[src/rtl/fetch_pkg.sv]
// Shared fetch-stage definitions: FSM states and the HALT opcode field.
package fetch_pkg;

  typedef enum logic [1:0] {
    ST_BOOT = 2'd0,
    ST_RUN  = 2'd1,
    ST_HALT = 2'd2
  } fetch_state_e;

  localparam int unsigned OPCODE_W = 4;
  localparam logic [OPCODE_W-1:0] OP_HALT = 4'hF;

  // Opcode occupies the top OPCODE_W bits of the instruction word.
  function automatic logic is_halt(input logic [OPCODE_W-1:0] opcode);
    return opcode == OP_HALT;
  endfunction

endpackage

[src/rtl/pc_reg.sv]
// Program counter with load / increment / hold; async reset to RESET_PC.
module pc_reg #(
  parameter int unsigned          WIDTH    = 16,
  parameter logic [WIDTH-1:0]     RESET_PC = '0
) (
  input  logic             clk,
  input  logic             rst_n,
  input  logic             load,
  input  logic [WIDTH-1:0] load_value,
  input  logic             inc,
  output logic [WIDTH-1:0] pc
);

  always_ff @(posedge clk or negedge rst_n) begin
    if (!rst_n) begin
      pc <= RESET_PC;
    end else if (load) begin
      pc <= load_value;
    end else if (inc) begin
      pc <= pc + WIDTH'(1);
    end
  end

endmodule

[src/rtl/fetch_stage.sv]
// Instruction fetch stage: PC sequencing, IF/ID register, HALT detection.
module fetch_stage
  import fetch_pkg::*;
#(
  parameter int unsigned      WIDTH            = 16,
  parameter int unsigned      INSTRUCTIONWIDTH = 24,
  parameter logic [WIDTH-1:0] RESET_PC         = '0
) (
  input  logic                        clk,
  input  logic                        rst_n,
  input  logic                        stall,
  input  logic                        flush,
  input  logic                        branch_taken,
  input  logic [WIDTH-1:0]            branch_target,
  output logic [WIDTH-1:0]            imem_addr,
  input  logic [INSTRUCTIONWIDTH-1:0] imem_rdata,
  output logic [INSTRUCTIONWIDTH-1:0] if_id_instr,
  output logic [WIDTH-1:0]            if_id_pc,
  output logic [WIDTH-1:0]            if_id_pc_next,
  output logic                        if_id_valid,
  output logic                        halted,
  output logic [WIDTH-1:0]            fetch_count
);

  fetch_state_e     state, state_nx;
  logic [WIDTH-1:0] pc;
  logic [WIDTH-1:0] pc_plus1;
  logic             pc_load;
  logic             pc_inc;
  logic             ifid_load;
  logic             valid_clr;
  logic             halt_op;

  pc_reg #(
    .WIDTH    (WIDTH),
    .RESET_PC (RESET_PC)
  ) u_pc_reg (
    .clk        (clk),
    .rst_n      (rst_n),
    .load       (pc_load),
    .load_value (branch_target),
    .inc        (pc_inc),
    .pc         (pc)
  );

  assign imem_addr = pc;
  assign pc_plus1  = pc + WIDTH'(1);
  assign halt_op   = is_halt(imem_rdata[INSTRUCTIONWIDTH-1 -: OPCODE_W]);
  assign halted    = (state == ST_HALT);

  // RUN priority: branch > flush > stall > normal fetch. In HALT only a
  // branch is honoured; stall merely delays dropping the HALT word's valid.
  always_comb begin
    state_nx  = state;
    pc_load   = 1'b0;
    pc_inc    = 1'b0;
    ifid_load = 1'b0;
    valid_clr = 1'b0;
    unique case (state)
      ST_BOOT: begin
        valid_clr = 1'b1;
        state_nx  = ST_RUN;
      end
      ST_RUN: begin
        if (branch_taken) begin
          pc_load   = 1'b1;
          valid_clr = 1'b1;
        end else if (flush) begin
          pc_inc    = 1'b1;
          valid_clr = 1'b1;
        end else if (!stall) begin
          ifid_load = 1'b1;
          if (halt_op) begin
            state_nx = ST_HALT;
          end else begin
            pc_inc = 1'b1;
          end
        end
      end
      ST_HALT: begin
        if (branch_taken) begin
          pc_load   = 1'b1;
          valid_clr = 1'b1;
          state_nx  = ST_RUN;
        end else if (!stall) begin
          valid_clr = 1'b1;
        end
      end
      default: state_nx = ST_BOOT;
    endcase
  end

  always_ff @(posedge clk or negedge rst_n) begin
    if (!rst_n) begin
      state         <= ST_BOOT;
      if_id_instr   <= '0;
      if_id_pc      <= '0;
      if_id_pc_next <= '0;
      if_id_valid   <= 1'b0;
      fetch_count   <= '0;
    end else begin
      state <= state_nx;
      if (ifid_load) begin
        if_id_instr   <= imem_rdata;
        if_id_pc      <= pc;
        if_id_pc_next <= pc_plus1;
        if_id_valid   <= 1'b1;
        fetch_count   <= fetch_count + WIDTH'(1);
      end else if (valid_clr) begin
        if_id_valid <= 1'b0;
      end
    end
  end

endmodule
[config.mk]
export PLATFORM = sky130hd
export DESIGN_NAME = fetch_stage
export DESIGN_NICKNAME = d
export VERILOG_FILES = /design/src/rtl/fetch_pkg.sv /design/src/rtl/pc_reg.sv /design/src/rtl/fetch_stage.sv
export SDC_FILE = /design/constraint.sdc
export NUM_CORES = 1
export LEC_CHECK = 0
export CORE_MARGIN = 5
export CORE_UTILIZATION = 49
export CTS_CLUSTER_DIAMETER = 150
export CTS_CLUSTER_SIZE = 24
export DETAILED_ROUTE_END_ITERATION = 8
export HOLD_SLACK_MARGIN = 0.1
export PLACE_DENSITY = 0.92
export REMOVE_ABC_BUFFERS = 1
export SYNTH_ARGS = -nofsm -noshare
export SYNTH_HDL_FRONTEND = slang
export SYNTH_SLANG_ARGS = --single-unit
[constraint.sdc]
create_clock -name clk -period 3.45 [get_ports clk]
set_input_delay 0.69 -clock clk [delete_from_list [all_inputs] [get_ports clk]]
set_output_delay 0.69 -clock clk [all_outputs]
set_load 0.005 [all_outputs]
==> flow_summary.json <==
{
  "p_leak_uw": 0.00258,
  "clock_sinks": 91,
  "top_layer": "met4",
  "fp.dieW_um": 101,
  "drt-total-wl_um": 10900,
  "via_count": 3594,
  "synth-main-ff-cell": "dfrtp_1",
  "fin_util": 0.702,
  "dp_hpwl_um": 8000,
  "setup.worst_path.end": "fetch_count[3]$_DFFE_PN0P_",
  "hold_ws_ns": 0.337,
  "nets": 617,
  "start_util": 0.500,
  "final_common_cell": "nand2_1",
  "power.density_nw_per_um2": 822,
  "synthCells": 433,
  "finalCritPeriodShare": 0.687,
  "wl_met3_um": 926,
  "tns_ns": 0,
  "crit_path_end_kind": "flop",
  "drtAntennaViolNets": 0,
  "num_antenna_cells": 0,
  "critPathRequiredTime_ns": 3.68,
  "hp-class": "input port to async pin",
  "htree_levels": 3,
  "grt_pass1_vias": 3559,
  "syn_area_um2": 4070,
  "cts_root_buf": "clkbuf_8",
  "top_register": "if_id_instr",
  "cp_max_fo": 62,
  "place_congestion": 0.819,
  "drt_first_pass_iters": 5,
  "setup_viol": 0,
  "reg2regPathDepth": 7,
  "drive_gt1_frac": 0.0526,
  "drc": 0,
  "hold_violations": 0,
  "dieArea_um2": 10200,
  "avgSynthCellArea_um2": 9.40,
  "reg2reg_to": "fetch_count[3]$_DFFE_PN0P_",
  "synth_edf_count": 0,
  "largest_reg_flops": 24,
  "postCtsSetupRepairBufs": 0,
  "reg2reg_slack_ns": 1.29,
  "grt_pass1_wl_um": 17700,
  "rsz0062_at_grt": "false",
  "cts_tree": "done",
  "clk_path_buf_depth": 2,
  "postCtsHoldBufs": 0,
  "crit_start": "branch_taken",
  "r2r-start": "state[1]$_DFFE_PN0P_",
  "cts_made_buffers": 9,
  "async_reset_ff_frac": 1.00,
  "critical_path_class": "input port to flop",
  "area_growth_pct": 40.4,
  "maxCapViolCount": 0,
  "ys_seq_area_frac": 0.560,
  "ir_drop_mv": 0.399,
  "avgViaCountPerCell": 5.32,
  "wl_met1_um": 4510,
  "dr.first_iter.drc_count": 202,
  "status": "complete, no violations",
  "clk_pin_slew_ns": 0.09,
  "die_y_um": 101,
  "antenna_found_initial": 0,
  "slew_headroom": 0.611,
  "track_usage": 0.220,
  "yosysWarningCount": 0,
  "synth.distinct_cells": 44,
  "worst_pin_slew_ns": 0.578,
  "drv_slew": 0,
  "route.met2.wl_um": 5350,
  "fin_crit_ns": 2.37,
  "ioPinCount": 135,
  "final_cell_mix": "nand2_1 (151), clkdlybuf4s50_1 (133), dfrtp_1 (91)",
  "fmax_mhz": 422,
  "wire_per_inst_um": 16.2,
  "worstSkewPairLatency_ns": 0.35,
  "ys_ff_latch": 91,
  "core_um2": 8130,
  "core.rowCount": 33,
  "fin_skew_ns": 0.00915,
  "grt_max_degree": 63,
  "arrival_ns": 2.60,
  "port_buffers": 134,
  "cts_resized": 0,
  "startpoint_type": "input port",
  "grt_overflow": 0
}
-- synth_stat cells, types with 2 or more instances --
library cell,instances,share of area
a21oi_1,15,0.018
a311oi_1,2,0.0043
and2_1,2,0.0031
and3_1,4,0.0061
buf_2,7,0.0086
clkbuf_1,9,0.0083
dfrtp_1,91,0.56
ha_1,6,0.018
inv_1,10,0.0092
nand2_1,152,0.14
nand3_1,11,0.014
nand3_2,2,0.0049
nand4_1,7,0.011
nor2_1,22,0.020
nor2b_1,2,0.0031
o211ai_1,2,0.0037
o21ai_0,30,0.037
o22ai_1,2,0.0031
o32ai_1,3,0.0065
xnor2_1,22,0.047
xor2_1,9,0.019
-- worst min path at each step --
stage / startpoint / endpoint / slack (ns) / depth (start not counted)
global placement: if_id_instr[11]$_DFFE_PN0P_ / if_id_instr[11]$_DFFE_PN0P_ / 0.46 / 2
detailed placement: if_id_pc[0]$_DFFE_PN0P_ / if_id_pc[0]$_DFFE_PN0P_ / 0.46 / 2
floorplan: rst_n / fetch_count[0]$_DFFE_PN0P_ / 0.39 / 0
CTS: rst_n / fetch_count[4]$_DFFE_PN0P_ / 0.35 / 1
finish: rst_n / fetch_count[4]$_DFFE_PN0P_ / 0.34 / 1
global route: rst_n / fetch_count[4]$_DFFE_PN0P_ / 0.37 / 1
-- cells by family (layout without fill, tap and decap cells) --
| group | Yosys count | after routing | synth area share |
|---|---|---|---|
| xor gates and xnor gates | 31 | 31 | 0.0667 |
| muxes | 1 | 1 | 0.00277 |
| and+or+nand+nor | 212 | 212 | 0.229 |
| adders and majority gates | 6 | 6 | 0.0184 |
| AOI/OAI and AO/OA | 65 | 65 | 0.0962 |
| buffers and inverters | 27 | 164 | 0.0271 |
| DFF | 91 | 91 | 0.560 |
-- through the flow --
step           power [µW]  setup slack [ns]  instance area [µm²]  cells
6_report             4700              1.08                 5710    675
5_1_grt              5020             0.972                 5710    675
4_1_cts              4720              1.10                 5710    675
3_5_place_dp         3960             0.749                 5510    660
3_3_place_gp         3850             0.842                 5510    660
2_1_floorplan        2690             0.549                 4000    416
-- area by class of cell --
cell class | instances | area [µm²]
repair buffers | 139 | 1380
multi-input cells | 315 | 1680
fillers | 599 | 2420
flip-flops and latches | 91 | 2280
inverters | 10 | 37.5
well taps | 105 | 131
clock buffers | 10 | 128
clock inverters | 5 | 78.8
-- where the power goes --
group	switching, µW	internal (µW)	total (µW)	leakage [µW]
logic	853	1160	2020	0.00133
clock network	358	404	761	0.000106
registers	409	1510	1920	0.00114
total	1620	3080	4700	0.00258
-- critical path, stage by stage --
cell	delay (ns)
clkdlybuf4s50_1	0.62
nor2b_1	0.14
nand2_2	0.27
buf_4	0.55
nor2_1	0.15
xnor2_1	0.16
-- per-layer routing --
| metal | track usage | up-vias |
|---|---|---|
| li1 | - | 1699 |
| met3 | 0.0478 | 13 |
| met2 | 0.357 | 159 |
| met5 | 0 | - |
| met1 | 0.298 | 1723 |
| met4 | 0.0695 | 0 |
No activity file was read; power rests on OpenSTA's default activity.
